--- config.mk ---
export PLATFORM = sky130hd
export DESIGN_NAME = tone_reg_scheduler_flat
export DESIGN_NICKNAME = d
export VERILOG_FILES = /design/src/rtl/tone_reg_scheduler_pkg.sv /design/src/rtl/tone_reg_scheduler_if.sv /design/src/rtl/tone_reg_scheduler_sync_fifo.sv /design/src/rtl/tone_reg_scheduler.sv /design/src/flat_wrapper.sv
export SDC_FILE = /design/constraint.sdc
export NUM_CORES = 1
export LEC_CHECK = 0
export CAP_MARGIN = 20
export CELL_PAD_IN_SITES_DETAIL_PLACEMENT = 1
export CELL_PAD_IN_SITES_GLOBAL_PLACEMENT = 2
export CORE_MARGIN = 2
export CORE_UTILIZATION = 43
export CTS_CLUSTER_SIZE = 30
export DETAILED_ROUTE_END_ITERATION = 8
export PLACE_DENSITY = 0.81
export SYNTH_ARGS = -nofsm -noshare
export SYNTH_HDL_FRONTEND = slang
export SYNTH_SLANG_ARGS = --single-unit
--- constraint.sdc ---
create_clock -name clk_in -period 7.8 [get_ports clk_in]
set_input_delay 0.78 -clock clk_in [delete_from_list [all_inputs] [get_ports clk_in]]
set_output_delay 0.78 -clock clk_in [all_outputs]
set_load 0.01 [all_outputs]
--- src/rtl/tone_reg_scheduler_pkg.sv ---
// Shared widths, write-window bounds and register map for the tone register scheduler.
package tone_reg_scheduler_pkg;

  localparam int MCOUNT_W   = 10;
  localparam int REG_ADDR_W = 6;
  localparam int REG_DATA_W = 16;
  localparam int ENTRY_W    = REG_ADDR_W + REG_DATA_W;

  localparam logic [MCOUNT_W-1:0] WIN_OPEN   = 10'h020;
  localparam logic [MCOUNT_W-1:0] WIN_LAST   = 10'h3FE;
  localparam logic [MCOUNT_W-1:0] PARK_COUNT = 10'h040;

  localparam logic [REG_ADDR_W-1:0] ADDR_INCR      = 6'h00;
  localparam logic [REG_ADDR_W-1:0] ADDR_VOLUME    = 6'h04;
  localparam logic [REG_ADDR_W-1:0] ADDR_WAVE_TYPE = 6'h08;
  localparam logic [REG_ADDR_W-1:0] ADDR_LUT       = 6'h20;

  typedef struct packed {
    logic [REG_ADDR_W-1:0] addr;
    logic [REG_DATA_W-1:0] data;
  } wr_entry_t;

  // A pop at this count lands its strobe at count+1, which is always master_id >= 2.
  function automatic logic in_write_window(input logic [MCOUNT_W-1:0] count);
    return (count >= WIN_OPEN) && (count <= WIN_LAST);
  endfunction

endpackage

--- src/rtl/tone_reg_scheduler_if.sv ---
// Host byte-write bus and datapath register-write bus of the tone register scheduler.
interface tone_reg_scheduler_if;
  import tone_reg_scheduler_pkg::*;

  // Host side: a high-byte strobe (host_wr_in with host_addr_in[0]=1) is taken only
  // while host_ready_out=1; low-byte strobes are always taken. Datapath side:
  // data_valid_out is a one-cycle strobe with no backpressure.
  logic                  host_wr_in;
  logic [6:0]            host_addr_in;
  logic [7:0]            host_data_in;
  logic                  host_ready_out;
  logic                  overflow_out;
  logic [MCOUNT_W-1:0]   master_count_out;
  logic [REG_DATA_W-1:0] data_out;
  logic [REG_ADDR_W-1:0] addr_out;
  logic                  data_valid_out;

  modport master (
    output host_wr_in, host_addr_in, host_data_in,
    input  host_ready_out, overflow_out, master_count_out, data_out, addr_out, data_valid_out
  );

  modport slave (
    input  host_wr_in, host_addr_in, host_data_in,
    output host_ready_out, overflow_out, master_count_out, data_out, addr_out, data_valid_out
  );

endinterface

--- src/rtl/tone_reg_scheduler_sync_fifo.sv ---
// Synchronous FIFO with registered occupancy; pointers wrap by natural overflow.
module sync_fifo #(
  parameter int WIDTH = 22,
  parameter int DEPTH = 4
) (
  input  logic             i_clk,
  input  logic             i_rst,
  input  logic             i_push,
  input  logic [WIDTH-1:0] i_data,
  input  logic             i_pop,
  output logic [WIDTH-1:0] o_data,
  output logic             o_full,
  output logic             o_empty
);

  localparam int PTR_W = $clog2(DEPTH);
  localparam logic [PTR_W:0] FULL_COUNT = (PTR_W + 1)'(DEPTH);

  logic [WIDTH-1:0] r_mem [DEPTH];
  logic [PTR_W-1:0] r_wr_ptr;
  logic [PTR_W-1:0] r_rd_ptr;
  logic [PTR_W:0]   r_count;
  logic             w_push;
  logic             w_pop;

  assign o_full  = (r_count == FULL_COUNT);
  assign o_empty = (r_count == '0);
  assign w_push  = i_push && !o_full;
  assign w_pop   = i_pop && !o_empty;
  assign o_data  = r_mem[r_rd_ptr];

  always_ff @(posedge i_clk) begin
    if (w_push) r_mem[r_wr_ptr] <= i_data;
  end

  always_ff @(posedge i_clk) begin
    if (i_rst) begin
      r_wr_ptr <= '0;
      r_rd_ptr <= '0;
      r_count  <= '0;
    end else begin
      if (w_push) r_wr_ptr <= r_wr_ptr + 1'b1;
      if (w_pop)  r_rd_ptr <= r_rd_ptr + 1'b1;
      r_count <= r_count + {{PTR_W{1'b0}}, w_push} - {{PTR_W{1'b0}}, w_pop};
    end
  end

endmodule

--- src/rtl/tone_reg_scheduler.sv ---
// Master count generator plus host byte assembly and windowed issue of 16-bit
// register writes to the DDS tone datapath.
module tone_reg_scheduler
  import tone_reg_scheduler_pkg::*;
#(
  parameter int FIFO_DEPTH = 4
) (
  input  logic            clk_in,
  input  logic            reset_in,
  input  logic            enable_in,
  tone_reg_scheduler_if.slave bus
);

  logic [MCOUNT_W-1:0]   r_count;
  logic [7:0]            r_stage;
  logic                  r_overflow;
  logic [REG_DATA_W-1:0] r_data;
  logic [REG_ADDR_W-1:0] r_addr;
  logic                  r_valid;

  logic      w_lo_wr;
  logic      w_hi_wr;
  logic      w_push;
  logic      w_pop;
  logic      w_full;
  logic      w_empty;
  wr_entry_t w_push_entry;
  wr_entry_t w_head;

  assign w_lo_wr = bus.host_wr_in && !bus.host_addr_in[0];
  assign w_hi_wr = bus.host_wr_in &&  bus.host_addr_in[0];
  assign w_push  = w_hi_wr && !w_full;
  assign w_pop   = !w_empty && in_write_window(r_count);

  assign w_push_entry.addr = bus.host_addr_in[6:1];
  assign w_push_entry.data = {bus.host_data_in, r_stage};

  sync_fifo #(
    .WIDTH (ENTRY_W),
    .DEPTH (FIFO_DEPTH)
  ) u_fifo (
    .i_clk   (clk_in),
    .i_rst   (reset_in),
    .i_push  (w_push),
    .i_data  (w_push_entry),
    .i_pop   (w_pop),
    .o_data  (w_head),
    .o_full  (w_full),
    .o_empty (w_empty)
  );

  // Parking at master_id 4 keeps the write window open while the count is stopped.
  always_ff @(posedge clk_in) begin
    if (reset_in)       r_count <= '0;
    else if (enable_in) r_count <= r_count + 1'b1;
    else                r_count <= PARK_COUNT;
  end

  always_ff @(posedge clk_in) begin
    if (reset_in) begin
      r_stage    <= '0;
      r_overflow <= 1'b0;
    end else begin
      if (w_lo_wr)           r_stage    <= bus.host_data_in;
      if (w_hi_wr && w_full) r_overflow <= 1'b1;
    end
  end

  always_ff @(posedge clk_in) begin
    if (reset_in) begin
      r_data  <= '0;
      r_addr  <= '0;
      r_valid <= 1'b0;
    end else begin
      r_valid <= w_pop;
      if (w_pop) begin
        r_data <= w_head.data;
        r_addr <= w_head.addr;
      end
    end
  end

  assign bus.host_ready_out   = !w_full;
  assign bus.overflow_out     = r_overflow;
  assign bus.master_count_out = r_count;
  assign bus.data_out         = r_data;
  assign bus.addr_out         = r_addr;
  assign bus.data_valid_out   = r_valid;

endmodule

--- src/flat_wrapper.sv ---
// flat-port wrapper written by rule: the top's interface ports become plain ports
module tone_reg_scheduler_flat import tone_reg_scheduler_pkg::*;
#(
  parameter int FIFO_DEPTH = 4
)
  (clk_in, reset_in, enable_in, bus_host_wr_in, bus_host_addr_in, bus_host_data_in, bus_host_ready_out, bus_overflow_out, bus_master_count_out, bus_data_out, bus_addr_out, bus_data_valid_out);
  tone_reg_scheduler_if bus_i ();
  input  logic clk_in;
  input  logic reset_in;
  input  logic enable_in;
  input wire logic [$bits(bus_i.host_wr_in)-1:0] bus_host_wr_in;
  input wire logic [$bits(bus_i.host_addr_in)-1:0] bus_host_addr_in;
  input wire logic [$bits(bus_i.host_data_in)-1:0] bus_host_data_in;
  output wire logic [$bits(bus_i.host_ready_out)-1:0] bus_host_ready_out;
  output wire logic [$bits(bus_i.overflow_out)-1:0] bus_overflow_out;
  output wire logic [$bits(bus_i.master_count_out)-1:0] bus_master_count_out;
  output wire logic [$bits(bus_i.data_out)-1:0] bus_data_out;
  output wire logic [$bits(bus_i.addr_out)-1:0] bus_addr_out;
  output wire logic [$bits(bus_i.data_valid_out)-1:0] bus_data_valid_out;
  assign bus_i.host_wr_in = bus_host_wr_in;
  assign bus_i.host_addr_in = bus_host_addr_in;
  assign bus_i.host_data_in = bus_host_data_in;
  assign bus_host_ready_out = bus_i.host_ready_out;
  assign bus_overflow_out = bus_i.overflow_out;
  assign bus_master_count_out = bus_i.master_count_out;
  assign bus_data_out = bus_i.data_out;
  assign bus_addr_out = bus_i.addr_out;
  assign bus_data_valid_out = bus_i.data_valid_out;
  tone_reg_scheduler #(.FIFO_DEPTH(FIFO_DEPTH)) u_core (.clk_in(clk_in), .reset_in(reset_in), .enable_in(enable_in), .bus(bus_i));
endmodule
# Word level (Yosys, flattened, before mapping)
# Memories as Yosys holds them, arrays and structs flattened. A register that Yosys moved wholly into a read port is not among the register bits.
# Cells that the tools add are included.
classes:
  addsub: 5
  n_mul: 0
  div: 0
  order_cmp: 2
  n_eq_ne: 1
  n_shift: 0
  n_mux: 3
  bitwise: 1
  reduce_logical: 13
op_table:
  columns: ["cell", "count"]
  rows:
  - ["$add 10x1->10 const B", 1]
  - ["$ge 10x6->1 const B", 1]
  - ["$le 10x10->1 const B", 1]
  - ["$logic_and 1x1->1", 8]
  - ["$mux 7", 1]
  - ["$add 2x1->2 const B", 2]
  - ["$add 3x1->3", 1]
  - ["$eq 3x3->1 const B", 1]
  - ["$logic_not 1->1", 3]
  - ["$logic_not 3->1", 1]
  - ["$sub 3x1->3", 1]
  - ["$mux 1", 2]
  - ["$reduce_or 2->1", 1]
  - ["$not 1->1", 1]
word_totals:
  ff_bits: 27
  latch_bits: 0
  ramBits: 88
  mem_bits_ro: 0
  in_bits: 19
  output_inout_bits: 35
  wordCells: 34
  memories: 1
mem_list:
  columns: ["memory", "depth", "width", "read_ports", "rd_ports_with_merged_regs", "wr", "line", "source"]
  rows:
  - ["u_core.u_fifo.r_mem", 4, 22, 1, 1, 1, "tone_reg_scheduler_sync_fifo.sv:19", "logic [WIDTH-1:0] r_mem [DEPTH];"]

# Longest topological paths before layout
depth:
  word_depth: 6
  depth_mapped: 13
  depth_no_buf: 12

# Modules after synthesis
# From an unflattened synthesis, not the netlist that was laid out.
hier_totals:
  cells_unflattened: 344
  area_unflattened_um2: 5455.2
by_module_without_submodules:
  columns: ["mod", "instances", "cells_per_inst", "area_each_um2", "seq_area_each_um2"]
  rows:
  - ["sync_fifo", 1, 165, 3649.8, 2822.7]
  - ["tone_reg_scheduler", 1, 179, 1805.5, 840.8]

# Worst setup path before layout
# Ideal clock, no wire load.
synth_path:
  path_type: "register to register"
  startpoint: "register u_core.r_count[0], in the netlist u_core.bus.master_count_out[0]"
  endpoint: "register u_core.u_fifo.r_count[2]"
  setup_time_ns: 0.128
  arrival_ns: 2.737
  required_time_ns: 7.672
  slack_ns: 4.936
  stages_incl_launch_ff: 14
  path_buffers: 1
  synth_period_minus_slack_ns: 2.864
  cell_sequence: "dfxtp_1 > inv_1 > ha_1 > nand4b_1 > nor3_1 > buf_2 > nor2_1 > ha_1 > inv_1 > ha_1 > fa_1 > xnor2_1 > xnor2_1 > nor2_1"
synth_between:
  elab_chain_len: 5
  word_cells_on_any_way: 6
  cone_classes: "add/sub (1); order compare (2); reduce/logical (3)"
synth_rtl:
  columns: ["item", "line", "source"]
  rows:
  - ["start: declaration", "tone_reg_scheduler.sv:14", "logic [MCOUNT_W-1:0] r_count;"]
  - ["start signal: assignment", "tone_reg_scheduler.sv:55", "else if (enable_in) r_count <= r_count + 1'b1;"]
  - ["$ge 10x6->1 or $le 10x10->1 (tied branches)", "tone_reg_scheduler_pkg.sv:25", "return (count >= WIN_OPEN) && (count <= WIN_LAST);"]
  - ["$logic_and 1x1->1 (*)", "tone_reg_scheduler_pkg.sv:25", null]
  - ["$logic_and 1x1->1 (*)", "tone_reg_scheduler.sv:33", "assign w_pop = !w_empty && in_write_window(r_count);"]
  - ["net u_core.u_fifo.i_pop", "tone_reg_scheduler_sync_fifo.sv:10", "input logic i_pop,"]
  - ["$logic_and 1x1->1 (*)", "tone_reg_scheduler_sync_fifo.sv:29", "assign w_pop = i_pop && !o_empty;"]
  - ["$sub 3x1->3 (*)", "tone_reg_scheduler_sync_fifo.sv:44", "r_count <= r_count + {{PTR_W{1'b0}}, w_push} - {{PTR_W{1'b0}}, w_pop};"]
  - ["end signal: assignment", "tone_reg_scheduler_sync_fifo.sv:44", null]
  - ["end: declaration", "tone_reg_scheduler_sync_fifo.sv:22", "logic [PTR_W:0] r_count;"]
# The timed path passes the listed nets; every way through them passes the cells marked *.
# A chain may end at the register's enable or synchronous reset.

# Worst setup path in the final report
layout_path:
  startpoint: "register u_core.r_count[8], in the netlist u_core.bus.master_count_out[8]"
  endpoint: "register u_core.u_fifo.r_count[2]"
# The elaborated chain is that of the path after synthesis.

==> qor.log <==
[final_layout] commonest cells after routing, fill and taps aside 88 x edfxtp_1, 53 x clkdlybuf4s50_1, 49 x dfxtp_1
[routing] total iterations of the first detailed-routing run 4
[synth] adder-cell area share of the yosys netlist 2.30%
[place] placed instance area 5890 µm²
[synth] yosys warns 0
[job] max-cap viol count 0
[sta] Setup Total Neg Slack 0 ns
[global_route] largest net degree at the start of global routing 43
[die] die width 114 µm
[clocking] clock tree from TritonCTS built
[sta] RSZ-0062 raised after global routing false
[synth] Post-synth EDFFs 88
[routing] number of nets still failing antenna checks after routing 0
[sta] final worst-path cycle share 38.5%
[critical_path] Worst Setup End Kind flop
[routing] routed len/inst 19.2 µm
[global_route] overall global routing resource usage 18.0%
[outcome] status finished, final reports clean
[synth] multiplexer fraction of the synthesized cell area 11.5%
[die] count of standard-cell rows 40
[final_layout] ANT cells 0
[synth] sequential cell area fraction in the yosys report 69.3%
[sta] fmax 333 MHz
[die] die height 114 µm
[sta] min cycle time layout 3.00 ns
[critical_path] data arrival time of the worst path 3.29 ns
[final_layout] fin cells 564
[final_layout] Nets 432
[critical_path] crit path launch type flop
[clocking] total clock buffers created by CTS 17
[clocking] number of buffers on the longest clock path 2
[die] placeable core region 12,000 µm²
[die] Initial Util 43.7%
[synth] Simple-Gate Fraction of Synth Area 7.63%
[sta] smallest setup slack after layout 4.80 ns
[synth] main combinational cell family by area after synthesis multiplexers
[synth] Yosys cell types 33
[critical_path] worst setup slack for register-to-register paths 4.80 ns
[pwr] power after layout 1.92 mW
[synth] post-synthesis xor/xnor area fraction 1.84%
[hold_path] path class of the lowest-slack min-delay path reg -> reg
[final_layout] count of filler cells inserted in the layout 1,141
[sta] actual transition at the worst max-transition pin 0.997 ns
[die] die footprint 13,100 µm²
[clocking] Clk Tree Root Cell clkbuf_16
[sta] hold violation count in the final report 0
[critical_path] endpoint required time on the critical path 8.09 ns
[synth] cell count after synthesis 345
[clocking] number of clock sinks seen by CTS 137
[synth] total nets after synthesis 373
[synth] number of synthesized register bits 137
[synth] synthesized area per cell 15.2 µm²
[routing] vias after detailed routing 3,035
[critical_path] Max FO, Critical Path 26
[place] number of cells in the design after placement 527
[sta] worst-case hold slack 0.475 ns
[global_route] first-pass GRT wire length 17,100 µm
[final_layout] final core utilization 54.6%
[sta] fin. max-slew vios 0
[global_route] via count of the first global-routing pass 3,119
[final_layout] synthesis-to-finish area growth 24.8%
[routing] final wirelength 10,800 µm
[critical_path] classification of the worst setup path reg -> reg
[clocking] count of instances resized after the clock tree is built 0
[synth] dominant synthesized flop cell edfxtp_1
[final_layout] most common cell after layout, fill and taps aside edfxtp_1
[global_route] number of antenna violations at the first check in global routing 0
[routing] final routed DRC violation total 0
[synth] Post-synth ARST share 0%
[sta] max-slew headroom at the worst pin 33.5%
[synth] Mapped Area 5230 µm²
[die] IO Count 54
[clocking] clock latency on the worst-skew pair 0.42 ns
[pwr] leak pwr 2.15 nW
[pwr] power per cell area 295 nW/µm²
[clocking] clock slew at the register clock pins of the worst setup and hold paths 0.05 ns
[place] detailed placement HPWL 6460 µm
[clocking] Setup Fix Bufs, Post-CTS 0
[sta] final count of negative-setup-slack endpoints 0
[place] minimum setup slack after placement 4.56 ns
[synth] Synth Area in Compound Gates 5.22%
[routing] via/cell ratio 5.38
[routing] First DRT Iteration DRCs 145
[pwr] IR Drop Worst-Case VDD 0.183 mV
[clocking] CTS H-Tree Depth 4
[final_layout] share of post-route cells with drive strength above 1 13.9%
[place] count of port buffers added during placement 53
[global_route] grt ovf 0
[final_layout] final instance area 6530 µm²
[place] gpl congestion 0.763
[clocking] # hold bufs at CTS 0
[sta] Setup Skew 0.0117 ns
[power breakdown]
group	total, mW	switching [mW]	internal [mW]
registers	0.866	0.0361	0.830
logic	0.307	0.150	0.157
clock network	0.752	0.275	0.477
total	1.92	0.462	1.46
[flip-flops by register name, summed over array words and instances, names as in the netlist]
register,cells
u_core.bus.addr_out,6
u_core.bus.master_count_out,10
u_core.u_fifo.r_mem,88
u_core.bus.data_valid_out,1
u_core.u_fifo.r_rd_ptr,2
u_core.u_fifo.r_count,3
u_core.r_stage,8
u_core.bus.data_out,16
u_core.u_fifo.r_wr_ptr,2
u_core.bus.overflow_out,1
[path summary, 6_finish.rpt]
kind,start,depth (start not counted),end
setup / recovery,u_core.bus.master_count_out[8],10,u_core.u_fifo.r_count[2]
hold / removal,u_core.bus.data_out[12],2,u_core.bus.data_out[12]
setup reg to reg,u_core.bus.master_count_out[8],10,u_core.u_fifo.r_count[2]
hold reg to reg,u_core.bus.data_out[12],2,u_core.bus.data_out[12]
[cell type report]
type	instances	area (µm²)	area share [%]
timing repair buffer	62	648	9.93
clock buffer	27	473	7.25
sequential	137	3620	55.5
clock inverter	5	76.3	1.17
inverter	7	26.3	0.403
tap	147	184	2.82
multi-input combinational	179	1490	22.9
[cell families after synthesis]
family                     count (synthesis)
AOI/OAI and AO/OA                         49
and+or+nand+nor                           78
xor gates and xnor gates                  11
muxes                                     32
adders and majority gates                  9
buffers and inverters                     29
DFF                                      137
[metal layers]
| metal | vias to the layer above | part of all wire [%] | track usage (%) |
|---|---|---|---|
| met5 | - | 0 | 0 |
| met3 | 16 | 3.5 | 4.98 |
| met2 | 60 | 49 | 28.9 |
| met4 | 0 | 1.9 | 7.80 |
| li1 | 1415 | - | - |
| met1 | 1544 | 46 | 23.1 |
[cell usage after synthesis, types with 2 or more instances]
cell / count / share of area, %
nand4_1: 3 / 0.36
or3_1: 2 / 0.24
buf_2: 5 / 0.48
clkbuf_1: 13 / 0.93
dfxtp_1: 49 / 19
nor2_1: 25 / 1.8
ha_1: 8 / 1.9
a21oi_1: 24 / 2.3
inv_1: 7 / 0.50
mux2i_1: 9 / 1.7
and2_1: 4 / 0.48
o21ai_0: 23 / 2.2
buf_1: 2 / 0.14
edfxtp_1: 88 / 51
xnor2_1: 5 / 0.84
mux4_2: 22 / 9.5
nand3_1: 26 / 2.5
clkbuf_2: 2 / 0.19
nor3_1: 3 / 0.29
xor2_1: 6 / 1.0
nor2b_1: 5 / 0.60
nand2_1: 3 / 0.22
[critical path, stage by stage, from the launching register on]
cell and delay, ns:
dfxtp_1 0.35, or4_4 0.58, o32ai_4 0.54, nor2_1 0.10, ha_1 0.31, inv_1 0.04
ha_1 0.19, fa_1 0.38, xnor2_1 0.20, xnor2_1 0.15, nor2_1 0.05
Power figures use the tool's default switching activity.
